### src/rtl/imem_loader.sv
// Receives a framed byte stream (sync, length, data, XOR checksum), writes the
// little-endian words into instruction RAM and holds the core until the image is verified.
module imem_loader #(
    parameter int         ADDR_WIDTH     = 12,
    parameter int         DEPTH_WORDS    = 128,
    parameter logic [7:0] SYNC_BYTE      = 8'hA5,
    parameter int         TIMEOUT_CYCLES = 1000000
) (
    input  logic                  clk,
    input  logic                  reset,
    input  logic [7:0]            rx_data,
    input  logic                  rx_valid,
    output logic                  we,
    output logic [ADDR_WIDTH-1:0] waddr,
    output logic [31:0]           wdata,
    output logic                  core_hold,
    output logic                  busy,
    output logic                  done,
    output logic                  error
);
    localparam int          CNT_W   = $clog2(TIMEOUT_CYCLES + 1);
    localparam logic [15:0] DEPTH_W = 16'(DEPTH_WORDS);

    typedef enum logic [2:0] {
        ST_IDLE, ST_LEN_LO, ST_LEN_HI, ST_DATA, ST_CSUM, ST_DONE, ST_ERROR
    } state_t;

    state_t                  state_reg, state_next;
    logic [15:0]             len_reg, len_next;
    logic [15:0]             word_idx_reg, word_idx_next;
    logic [1:0]              byte_idx_reg, byte_idx_next;
    logic [31:0]             word_reg, word_next;
    logic [7:0]              csum_reg, csum_next;
    logic [CNT_W-1:0]        idle_cnt_reg, idle_cnt_next;
    logic                    we_reg, we_next;
    logic [ADDR_WIDTH-1:0]   waddr_reg, waddr_next;
    logic [31:0]             wdata_reg, wdata_next;
    logic [15:0]             len_rx;
    logic                    in_frame;
    logic [31:0]             word_assembled;

    // Incoming byte lands in lane byte_idx; other lanes keep what was assembled so far.
    generate
        for (genvar gi = 0; gi < 4; gi++) begin : g_lane
            assign word_assembled[8*gi +: 8] =
                (byte_idx_reg == 2'(gi)) ? rx_data : word_reg[8*gi +: 8];
        end
    endgenerate

    assign len_rx   = {rx_data, len_reg[7:0]};
    assign in_frame = (state_reg == ST_LEN_LO) || (state_reg == ST_LEN_HI) ||
                      (state_reg == ST_DATA)   || (state_reg == ST_CSUM);

    always_ff @(posedge clk) begin
        if (reset) begin
            state_reg    <= ST_IDLE;
            len_reg      <= '0;
            word_idx_reg <= '0;
            byte_idx_reg <= '0;
            word_reg     <= '0;
            csum_reg     <= '0;
            idle_cnt_reg <= '0;
            we_reg       <= 1'b0;
            waddr_reg    <= '0;
            wdata_reg    <= '0;
        end else begin
            state_reg    <= state_next;
            len_reg      <= len_next;
            word_idx_reg <= word_idx_next;
            byte_idx_reg <= byte_idx_next;
            word_reg     <= word_next;
            csum_reg     <= csum_next;
            idle_cnt_reg <= idle_cnt_next;
            we_reg       <= we_next;
            waddr_reg    <= waddr_next;
            wdata_reg    <= wdata_next;
        end
    end

    always_comb begin
        state_next    = state_reg;
        len_next      = len_reg;
        word_idx_next = word_idx_reg;
        byte_idx_next = byte_idx_reg;
        word_next     = word_reg;
        csum_next     = csum_reg;
        idle_cnt_next = idle_cnt_reg;
        we_next       = 1'b0;
        waddr_next    = waddr_reg;
        wdata_next    = wdata_reg;

        if (in_frame) begin
            idle_cnt_next = rx_valid ? '0 : idle_cnt_reg + CNT_W'(1);
        end

        case (state_reg)
            ST_IDLE, ST_DONE, ST_ERROR: begin
                if (rx_valid && rx_data == SYNC_BYTE) begin
                    state_next    = ST_LEN_LO;
                    idle_cnt_next = '0;
                end
            end
            ST_LEN_LO: begin
                if (rx_valid) begin
                    len_next[7:0] = rx_data;
                    state_next    = ST_LEN_HI;
                end
            end
            ST_LEN_HI: begin
                if (rx_valid) begin
                    len_next[15:8] = rx_data;
                    word_idx_next  = '0;
                    byte_idx_next  = '0;
                    csum_next      = '0;
                    if (len_rx > DEPTH_W) begin
                        state_next = ST_ERROR;
                    end else if (len_rx == 16'd0) begin
                        state_next = ST_CSUM;
                    end else begin
                        state_next = ST_DATA;
                    end
                end
            end
            ST_DATA: begin
                if (rx_valid) begin
                    word_next     = word_assembled;
                    csum_next     = csum_reg ^ rx_data;
                    byte_idx_next = byte_idx_reg + 2'd1;
                    if (byte_idx_reg == 2'd3) begin
                        we_next       = 1'b1;
                        waddr_next    = ADDR_WIDTH'({word_idx_reg, 2'b00});
                        wdata_next    = word_assembled;
                        word_idx_next = word_idx_reg + 16'd1;
                        if (word_idx_reg == len_reg - 16'd1) begin
                            state_next = ST_CSUM;
                        end
                    end
                end
            end
            ST_CSUM: begin
                if (rx_valid) begin
                    state_next = (rx_data == csum_reg) ? ST_DONE : ST_ERROR;
                end
            end
            default: state_next = ST_IDLE;
        endcase

        // A stalled sender aborts the frame; any byte this cycle counts as activity.
        if (in_frame && !rx_valid && idle_cnt_reg == CNT_W'(TIMEOUT_CYCLES - 1)) begin
            state_next = ST_ERROR;
        end
    end

    assign we        = we_reg;
    assign waddr     = waddr_reg;
    assign wdata     = wdata_reg;
    assign busy      = in_frame;
    assign done      = (state_reg == ST_DONE);
    assign error     = (state_reg == ST_ERROR);
    assign core_hold = (state_reg != ST_DONE);

endmodule
### config.mk
export PLATFORM = sky130hd
export DESIGN_NAME = imem_loader
export DESIGN_NICKNAME = d
export VERILOG_FILES = /design/src/rtl/imem_loader.sv
export SDC_FILE = /design/constraint.sdc
export NUM_CORES = 1
export LEC_CHECK = 0
export CAP_MARGIN = 20
export CORE_MARGIN = 2
export CORE_UTILIZATION = 54
export CTS_BUF_LIST = sky130_fd_sc_hd__clkbuf_8
export CTS_CLUSTER_DIAMETER = 30
export DETAILED_ROUTE_END_ITERATION = 16
export GPL_TIMING_DRIVEN = 0
export PLACE_DENSITY = 0.79
export SKIP_LAST_GASP = 1
export SYNTH_ARGS = -nofsm -noshare
export SYNTH_HDL_FRONTEND = slang
export SYNTH_SLANG_ARGS = --single-unit
### constraint.sdc
create_clock -name clk -period 2.8 [get_ports clk]
set_input_delay 0.84 -clock clk [delete_from_list [all_inputs] [get_ports clk]]
set_output_delay 0.84 -clock clk [all_outputs]
set_load 0.1 [all_outputs]
# After elaboration in Yosys (flattened, before gate mapping)
# Index checks and enable logic that the tools add are counted.
[totals]
mem_count = 0
output_inout_bits = 49
regBits = 140
romBits = 0
latchBits = 0
wordCells = 101
ramBits = 0
input_bits = 11
[op_classes]
n_eq_ne = 28
mux = 31
shift = 0
bitwise = 3
addsub = 4
n_reduce_logical = 22
mul = 0
magnitude_cmp = 1
div = 0
[op_table]
columns = ["operator", "count"]
rows = [
  ["$mux W20", 4],
  ["$mux W16", 3],
  ["$mux W8", 6],
  ["$pmux W16 S2", 1],
  ["$mux W3", 10],
  ["$add A20 B1 Y20 const B", 1],
  ["$eq A20 B20 Y1 const B", 1],
  ["$add A16 B1 Y16 const B", 1],
  ["$eq A16 B16 Y1", 1],
  ["$gt A16 B8 Y1 const B", 1],
  ["$logic_not A16 Y1", 1],
  ["$pmux W8 S2", 1],
  ["$sub A16 B1 Y16 const B", 1],
  ["$pmux W3 S5", 1],
  ["$reduce_and A7 Y1", 2],
  ["$ne A3 B2 Y1 const B", 4],
  ["$ne A2 B2 Y1 const B", 5],
  ["$eq A3 B3 Y1 const B", 3],
  ["$eq A8 B8 Y1", 1],
  ["$eq A8 B8 Y1 const B", 1],
  ["$xor A8 B8 Y8", 1],
  ["$eq A3 B2 Y1 const B", 2],
  ["$mux W2", 3],
  ["$ne A3 B1 Y1 const B", 2],
  ["20 further kinds", 32],
]

# Depth between registers and ports, before layout
# Gate-level depths: netlist of run 1.
[depth]
ltp_word = 8
ltp_mapped = 9
mapped_depth_nobuf = 9

# Worst setup path after synthesis of run 1
# No wires, ideal clock.
[synth_timing]
kind = "register -> output"
startpoint = "reg state_reg[0]"
endpoint = "out done"
path_buffers = 1
path_slack_ns = -0.294
stages_incl_launch_ff = 5
t_required_ns = 1.960
t_arrival_ns = 2.254
cell_sequence = "dfxtp_1 -> clkbuf_1 -> nor2b_1 -> nand2_1 -> inv_1"
[synth_via]
elab_chain_cells = 1
[synth_lines]
columns = ["element", "line", "source"]
rows = [
  ["from (decl)", "28", "state_t state_reg, state_next;"],
  ["from (signal assigned)", "67", "state_reg <= state_next;"],
  ["$eq A3 B3 Y1", "158", "assign done = (state_reg == ST_DONE);"],
  ["to (decl)", "18", "output logic done,"],
]
# Every way passes these cells.

# Final worst setup path of run 1
[layout_timing]
startpoint = "reg len_reg[8]"
endpoint = "reg state_reg[1]"
[layout_via]
elab_chain_cells = 4
[layout_lines]
columns = ["element", "line", "source"]
rows = [
  ["from (decl)", "29", "logic [15:0] len_reg, len_next;"],
  ["from (signal assigned)", "68", "len_reg <= len_next;"],
  ["$sub A16 B1 Y16", "134", "if (word_idx_reg == len_reg - 16'd1) begin"],
  ["$eq A16 B16 Y1", "134", ""],
  ["$ne A3 B1 Y1 (no line)", "--", ""],
  ["$reduce_and A7 Y1 (no line)", "--", ""],
]
# Every way passes these cells.
# A chain may end at the register's enable or synchronous reset.

==> results of run 1 <==
[layout make-up]
class                           instances  area, um^2
Inverter                               10       42.54
Fill cell                             945        3705
Tap cell                              143       178.9
Buffer                                 63       265.3
Sequential cell                       132        2655
Multi-Input combinational cell        606        3645
Clock inverter                         14       165.2
Clock buffer                           17       234.0
Timing Repair Buffer                   68       674.4
[worst paths after layout]
kind | from | endpoint | slack (ps) | depth (start not counted)
worst min-delay path | wdata[27] | wdata[27] | 450 | 2
worst max-delay path | len_reg[8] | state_reg[1] | -10 | 7
worst min register to register | wdata[27] | wdata[27] | 450 | 2
worst max register to register | len_reg[8] | state_reg[1] | -10 | 7
[power by group through the flow]
stage	Clock (mW)	Combinational [mW]	Sequential [mW]
final	1.64	1.37	2.00
after global routing	1.72	1.49	2.01
after CTS	1.64	1.24	1.99
after detailed placement	0	1.19	2.03
after global placement	0	1.17	2.03
after floorplan	0	0.932	2.01
[timing repair]
item,in CTS,in global routing
endpoints found under the setup margin,46,65
resized for setup,60,52
pin swaps,6,9
setup buffers,7,5
hold endpoints to repair,0,0
[metal layers]
metal / global-route usage / vias up
met2: 0.4511 / 230
met5: 0 / -
met4: 0.1220 / 0
met3: 0.06482 / 47
met1: 0.3431 / 2929
li1: - / 3010
[cells in the final DEF (no fill, tap or decap), drive strengths merged, types with 25 or more instances in the layout]
master,netlist,routed
a211oi,26,26
nor2,93,93
buf,17,32
a21oi,93,93
dfxtp,132,132
mux2i,35,35
nand2,115,115
xor2,25,25
nand3,39,39
clkbuf,49,64
[kinds of logic (layout without fill, tap and decap cells)]
family,Yosys count,after routing
and+or+nand+nor,352,352
muxes,37,37
xor gates and xnor gates,37,37
adders and majority gates,7,7
DFF,132,132
buffers and inverters,76,172
AOI/OAI and AO/OA,171,171
other,1,2
[tightest hold or removal path, cell delays in order (launching register included)]
cell	delay, ps
dfxtp_1	310
nand2_1	50
a21oi_1	50
[metrics by stage]
stage / total power, mW / setup WS [ps]
after floorplan: 2.946 / 0.9215
after global placement: 3.192 / -803.8
after detailed placement: 3.220 / -834.8
after CTS: 4.875 / -50.34
after global routing: 5.220 / -125.9
final: 5.011 / -12.21
==> reports/metrics.yaml, run 1 <==
status:
  status: "finished, violations left"
  violations: "negative setup slack"
sta:
  fin_ws_ps: -12.21
  setup-tns-final_ps: -22.23
  whs_ps: 452.0
  finClkSkew_ps: 13.83
  min_period_over_period: 1.004
  tightest_slew_ps: 992.0
  setup_viol: 2
  hold_violations: 0
  clock.fmax_ghz: 0.3556
  slew_violations: 0
  grt_setup_unrepaired: "yes"
  fin_crit_ps: 2812
  slew_headroom: 0.3413
clock_network:
  numCtsBuffers: 17
  clkTransAtPathRegs_ps: 70
  clockBufferDepth: 2
  htreeDepth: 4
  clock_latency_ps: 470
  clock-root-buffer: "clkbuf_8"
  cts_tree: "done"
  postCtsHoldBufs: 0
  clock_sinks: 132
placed_design:
  place.gp.congestion: 0.9284
  portBuffers: 56
  hpwl_um: 11920
  dpl.cell_count: 1013
  dpl_cell_area_um2: 7222
yosys:
  yosys_warnings: 0
  synthFlopType: "dfxtp_1"
  syn_inst: 813
  seq_area_frac_synth: 0.4086
  yosys-top-cells-area: "dfxtp_1 (41%), a21oi_1 (7.2%), nand2_1 (6.7%), mux2i_1 (5.4%), nor2_1 (5.4%)"
  synthesis.area_um2: 6467
  synthTopCellsByCount: "dfxtp_1 (132), nand2_1 (115), a21oi_1 (93), nor2_1 (93), clkbuf_1 (49)"
  synthArstFlopShare: 0
  synth_top_family_by_area: "simple AND/OR/NAND/NOR gates"
  synth_edf_count: 0
  syn_avg_cell_area_um2: 7.955
  muxShareOfSynthArea: 0.05765
  synth_simple_gate_area_frac: 0.2633
  yosysMostFrequentCell: "dfxtp_1"
  synth_top_area_frac: 0.4086
  synth_seq_cells: 132
  synth-compound-area-share: 0.1577
  ys_types: 62
  synth_fa_ha_area_frac: 0.01354
  synth.largest_area_cell: "dfxtp_1"
  synth-xor-area-share: 0.05011
worst_hold_path:
  hp-class: "flop to flop"
global_routing:
  antenna_found_initial: 0
  grt_pass1_vias: 5882
  grt_pass1_wl_um: 28400
  grt_max_degree: 17
  grt_use_total: 0.2738
  grt-ovfl-total: 0
finish:
  final_area_um2: 7860
  syn_to_final_growth_pct: 21.53
  fin_util: 0.6796
  layout.nets: 916
  drive_above_1_share: 0.1066
  largest_reg_flops: 32
  diodes: 0
  instances_no_fill: 1053
routing:
  via_count: 6216
  avgRoutedWirePerCell_um: 16.56
  vias_per_cell: 5.903
  drt-met1-wl_um: 7358
  drc: 0
  route.met2.wl_um: 8575
  drtPass1Iterations: 7
  ant_nets: 0
  route.met3.wl_um: 1018
  wl_um: 17440
  routed.top_layer: "met4"
  drt_first_iter_violations: 561
setup_path:
  endpoint_kind: "flop"
  crit_chain: "or4_4 > o31a_1 > or4_1 > and3_4 > a21o_1 > o22a_1 > o41a_1"
  required_ps: 3150
  path_max_fanout: 8
  crit_type: "flop to flop"
  critical_path_buf_inv_count: 0
  crit_family: "simple AND/OR/NAND/NOR gates"
  cp.arrival_ps: 3160
  slowest_stage: "or4_4"
  slowest_delay_ps: 560
  cp-start-kind: "flop"
pwr:
  power_density_nw_per_um2: 637.5
  p_int_mw: 3.328
  pwr-share-comb: 0.274
  p_leak_nw: 3.232
  p_clk_frac: 0.326
  switching_share: 0.3359
  p_sw_mw: 1.683
  p_seq_frac: 0.400
  worst_ir_drop_vdd_mv: 0.3962
floorplan:
  ios: 60
  start_util: 0.5592
  core_um2: 11560
  die_y_um: 113.4
  die_w_um: 113.4
  rows: 39
  dieArea_um2: 12870
job:
  maxCapViolCount: 0
Power figures use the tool's default switching activity.
==> run 2: changes to the inputs <==
--- a/config.mk
+++ b/config.mk
@@ -7,12 +7,12 @@
 export LEC_CHECK = 0
 export CAP_MARGIN = 20
 export CORE_MARGIN = 2
-export CORE_UTILIZATION = 54
+export CORE_UTILIZATION = 45
 export CTS_BUF_LIST = sky130_fd_sc_hd__clkbuf_8
 export CTS_CLUSTER_DIAMETER = 30
 export DETAILED_ROUTE_END_ITERATION = 16
 export GPL_TIMING_DRIVEN = 0
-export PLACE_DENSITY = 0.79
+export PLACE_DENSITY = 0.65
 export SKIP_LAST_GASP = 1
 export SYNTH_ARGS = -nofsm -noshare
 export SYNTH_HDL_FRONTEND = slang
==> constraint.sdc (replaced) <==
create_clock -name clk -period 2.6 [get_ports clk]
set_input_delay 0.78 -clock clk [delete_from_list [all_inputs] [get_ports clk]]
set_output_delay 0.78 -clock clk [all_outputs]
set_load 0.1 [all_outputs]
==> run 2 against run 1 <==
The run still ends with negative setup slack left; register-to-register slack got worse by 20 ps; non-clock buffer count rose by 12; flip-flop and latch count did not move; clock power rose by 3%; final area rose by 2.0%; sequential power rose by 8%; global-route usage fell by 3.1 points; cell count rose by 4.7%.
==> reports/metrics.yaml, run 2 (synthesis results as in run 1) <==
finish:
  layout_common_cells: "dfxtp_1 (124), nand2_1 (114), nor2_1 (93)"  # was dfxtp_1 (126), nand2_1 (114), nor2_1 (93), a21oi_1 (93), clkbuf_1 (41)
  final_common_cell: "dfxtp_1"  # unchanged
  final_area_um2: 8019  # was 7860 um^2
  diodes: 0  # unchanged
  layout.nets: 928  # was 916
  syn_to_final_growth_pct: 23.99  # was 21.53%
  final.fill_count: 1303  # was 945
  largest_reg_flops: 32  # unchanged
  drive_above_1_share: 0.1300  # was 0.1066
global_routing:
  antenna_found_initial: 0  # unchanged
  grt_pass1_vias: 5899  # was 5882
  grt_pass1_wl_um: 28900  # was 28400 um
  grt-ovfl-total: 0  # unchanged
  grt_use_total: 0.2429  # was 0.2738
  grt_max_degree: 17  # unchanged
pwr:
  worst_ir_drop_vdd_mv: 0.4645  # was 0.3962 mV
  power_density_nw_per_um2: 696.5  # was 637.5 nW/um^2
  p_leak_nw: 3.073  # was 3.232 nW
setup_path:
  r2r_start: "len_reg[4]"  # was len_reg[8]
  critical_path_buf_inv_count: 1  # was 0
  crit_type: "input port to flop"  # was flop to flop
  required_ps: 2950  # was 3150 ps
  crit_chain: "clkdlybuf4s15_1 > or4_4 > nor3_4 > o211ai_1 > a22oi_1 > nand4_2 > o22a_1 > o41a_1"  # was or4_4 > o31a_1 > or4_1 > and3_4 > a21o_1 > o22a_1 > o41a_1
  reg2regPathDepth: 8  # was 7
  cp-start-kind: "input port"  # was flop
  endpoint_kind: "flop"  # unchanged
  cp-startpoint: "rx_data[6]"  # was len_reg[8]
  crit_family: "compound AO/OA/AOI/OAI gates"  # was simple AND/OR/NAND/NOR gates
  slowest_delay_ps: 580  # was 560 ps
  cp.arrival_ps: 2990  # was 3160 ps
  slowest_stage: "or4_4"  # unchanged
  path_max_fanout: 4  # was 8
  cp.depth: 8  # was 7
clock_network:
  htreeDepth: 4  # unchanged
  clock_latency_ps: 460  # was 470 ps
  clkTransAtPathRegs_ps: 80  # was 70 ps
  clock-root-buffer: "clkbuf_8"  # unchanged
  cts_tree: "done"  # unchanged
  postCtsHoldBufs: 0  # unchanged
  clockBufferDepth: 2  # unchanged
  clock_sinks: 132  # unchanged
  numCtsBuffers: 17  # unchanged
placed_design:
  pre_cts_slack_ps: -933.4  # was -834.8 ps
  place.gp.congestion: 0.8738  # was 0.9284
  dpl_cell_area_um2: 7284  # was 7222 um^2
  hpwl_um: 12300  # was 11920 um
  portBuffers: 56  # unchanged
job:
  maxCapViolCount: 0  # unchanged
worst_hold_path:
  hp-start: "wdata[27]"  # unchanged
  hp-class: "flop to flop"  # unchanged
  min_path_cells: 2  # unchanged
routing:
  avgRoutedWirePerCell_um: 16.50  # was 16.56 um
  vias_per_cell: 5.600  # was 5.903
  drc: 0  # unchanged
  wl_um: 18200  # was 17440 um
  drt_first_iter_violations: 413  # was 561
  drtPass1Iterations: 5  # was 7
  via_count: 6177  # was 6216
  ant_nets: 0  # unchanged
status:
  status: "finished, violations left"  # unchanged
  violations: "negative setup slack"  # unchanged
sta:
  fin_crit_ps: 2644
  clock.fmax_ghz: 0.3782
  finClkSkew_ps: 13.95  # was 13.83 ps
  tightest_slew_ps: 985.7  # was 992.0 ps
  min_period_over_period: 1.017
  slew_violations: 0  # unchanged
  hold_violations: 0  # unchanged
  slew_headroom: 0.3455  # was 0.3413
  grt_setup_unrepaired: "yes"  # unchanged
  setup_viol: 1  # was 2
  fin_ws_ps: -44.23  # was -12.21 ps
  setup-tns-final_ps: -44.23  # was -22.23 ps
floorplan:
  start_util: 0.4641  # was 0.5592
  die_y_um: 123.9  # was 113.4 um
  dieArea_um2: 15350  # was 12870 um^2
  ios: 60  # unchanged
  core_um2: 13930  # was 11560 um^2
  die_w_um: 123.9  # was 113.4 um
  rows: 43  # was 39
==> run 2: cell types whose count changed in the layout (fill, tap and decap cells not counted), sizes merged, moves of 3 or more <==
cell	delta
dlymetal6s2s	-18
clkdlybuf4s50	-10
dlygate4sd2	+26
inv	+3
buf	+11
==> run 2: through the flow <==
step	utilization	hold WS, ps	total power, mW	std cells
detailed placement	0.5228	445.7	3.489	1050
finish	0.5755	454.8	5.585	1103
floorplan	-	435.7	3.182	814
CTS	0.5559	454.4	5.293	1093
global placement	0.5228	441.3	3.457	1050
global route	0.5755	480.0	5.831	1103
==> run 2: what timing repair did <==
item,in CTS,in global routing
setup endpoints to repair,89,42
pin swaps,10,14
setup buffers,13,11
gates resized for setup,93,57
endpoints found under the hold margin,0,0
==> run 2: layout make-up <==
class | instances | area [um^2] | share of cell area
Inverter | 10 | 47.55 | 0.005929
Tap cell | 180 | 225.2 | 0.02809
Clock inverter | 15 | 142.6 | 0.01779
Buffer | 63 | 280.3 | 0.03495
Sequential cell | 132 | 2663 | 0.3320
Timing Repair Buffer | 80 | 696.9 | 0.08691
Multi-Input combinational cell | 606 | 3730 | 0.4651
Clock buffer | 17 | 234.0 | 0.02918
==> run 2: worst paths after layout <==
kind / endpoint / slack (ps)
setup / recovery: state_reg[1] / -40
hold / removal: wdata[27] / 450
hold reg to reg: wdata[27] / 450
setup reg to reg: state_reg[1] / -30
==> run 2: routing by layer <==
metal  routed length [um]  GRT usage  up-vias  part of all wire
met4                  280    0.08807        0             0.015
met2                 9030     0.4104      168              0.50
li1                     -          -     3032                 -
met1                 7971     0.3007     2949              0.44
met3                  920    0.05907       28             0.051
met5                    0          0        -                 0
==> run 2: worst register-to-register path: cells and delay by family (launching register included) <==
kind                   cells  cell delay, ps
AOI/OAI and AO/OA          3             780
buffers and inverters      1             160
DFF                        1             350
and+or+nand+nor            4            1250
==> run 2: power breakdown <==
part	leakage, nW	switching (mW)	internal (mW)	total [mW]
sequential	1.07	0.0732	2.08	2.16
combinational	1.81	1.02	0.721	1.74
clock	0.197	0.851	0.841	1.69
total	3.07	1.94	3.64	5.59
==> run 3: changes to the inputs <==
--- a/config.mk
+++ b/config.mk
@@ -5,7 +5,6 @@
 export SDC_FILE = /design/constraint.sdc
 export NUM_CORES = 1
 export LEC_CHECK = 0
-export CAP_MARGIN = 20
 export CORE_MARGIN = 2
 export CORE_UTILIZATION = 45
 export CTS_BUF_LIST = sky130_fd_sc_hd__clkbuf_8
==> results of run 3 <==
No change in the layout: final DEF, timing and power equal those of run 2.
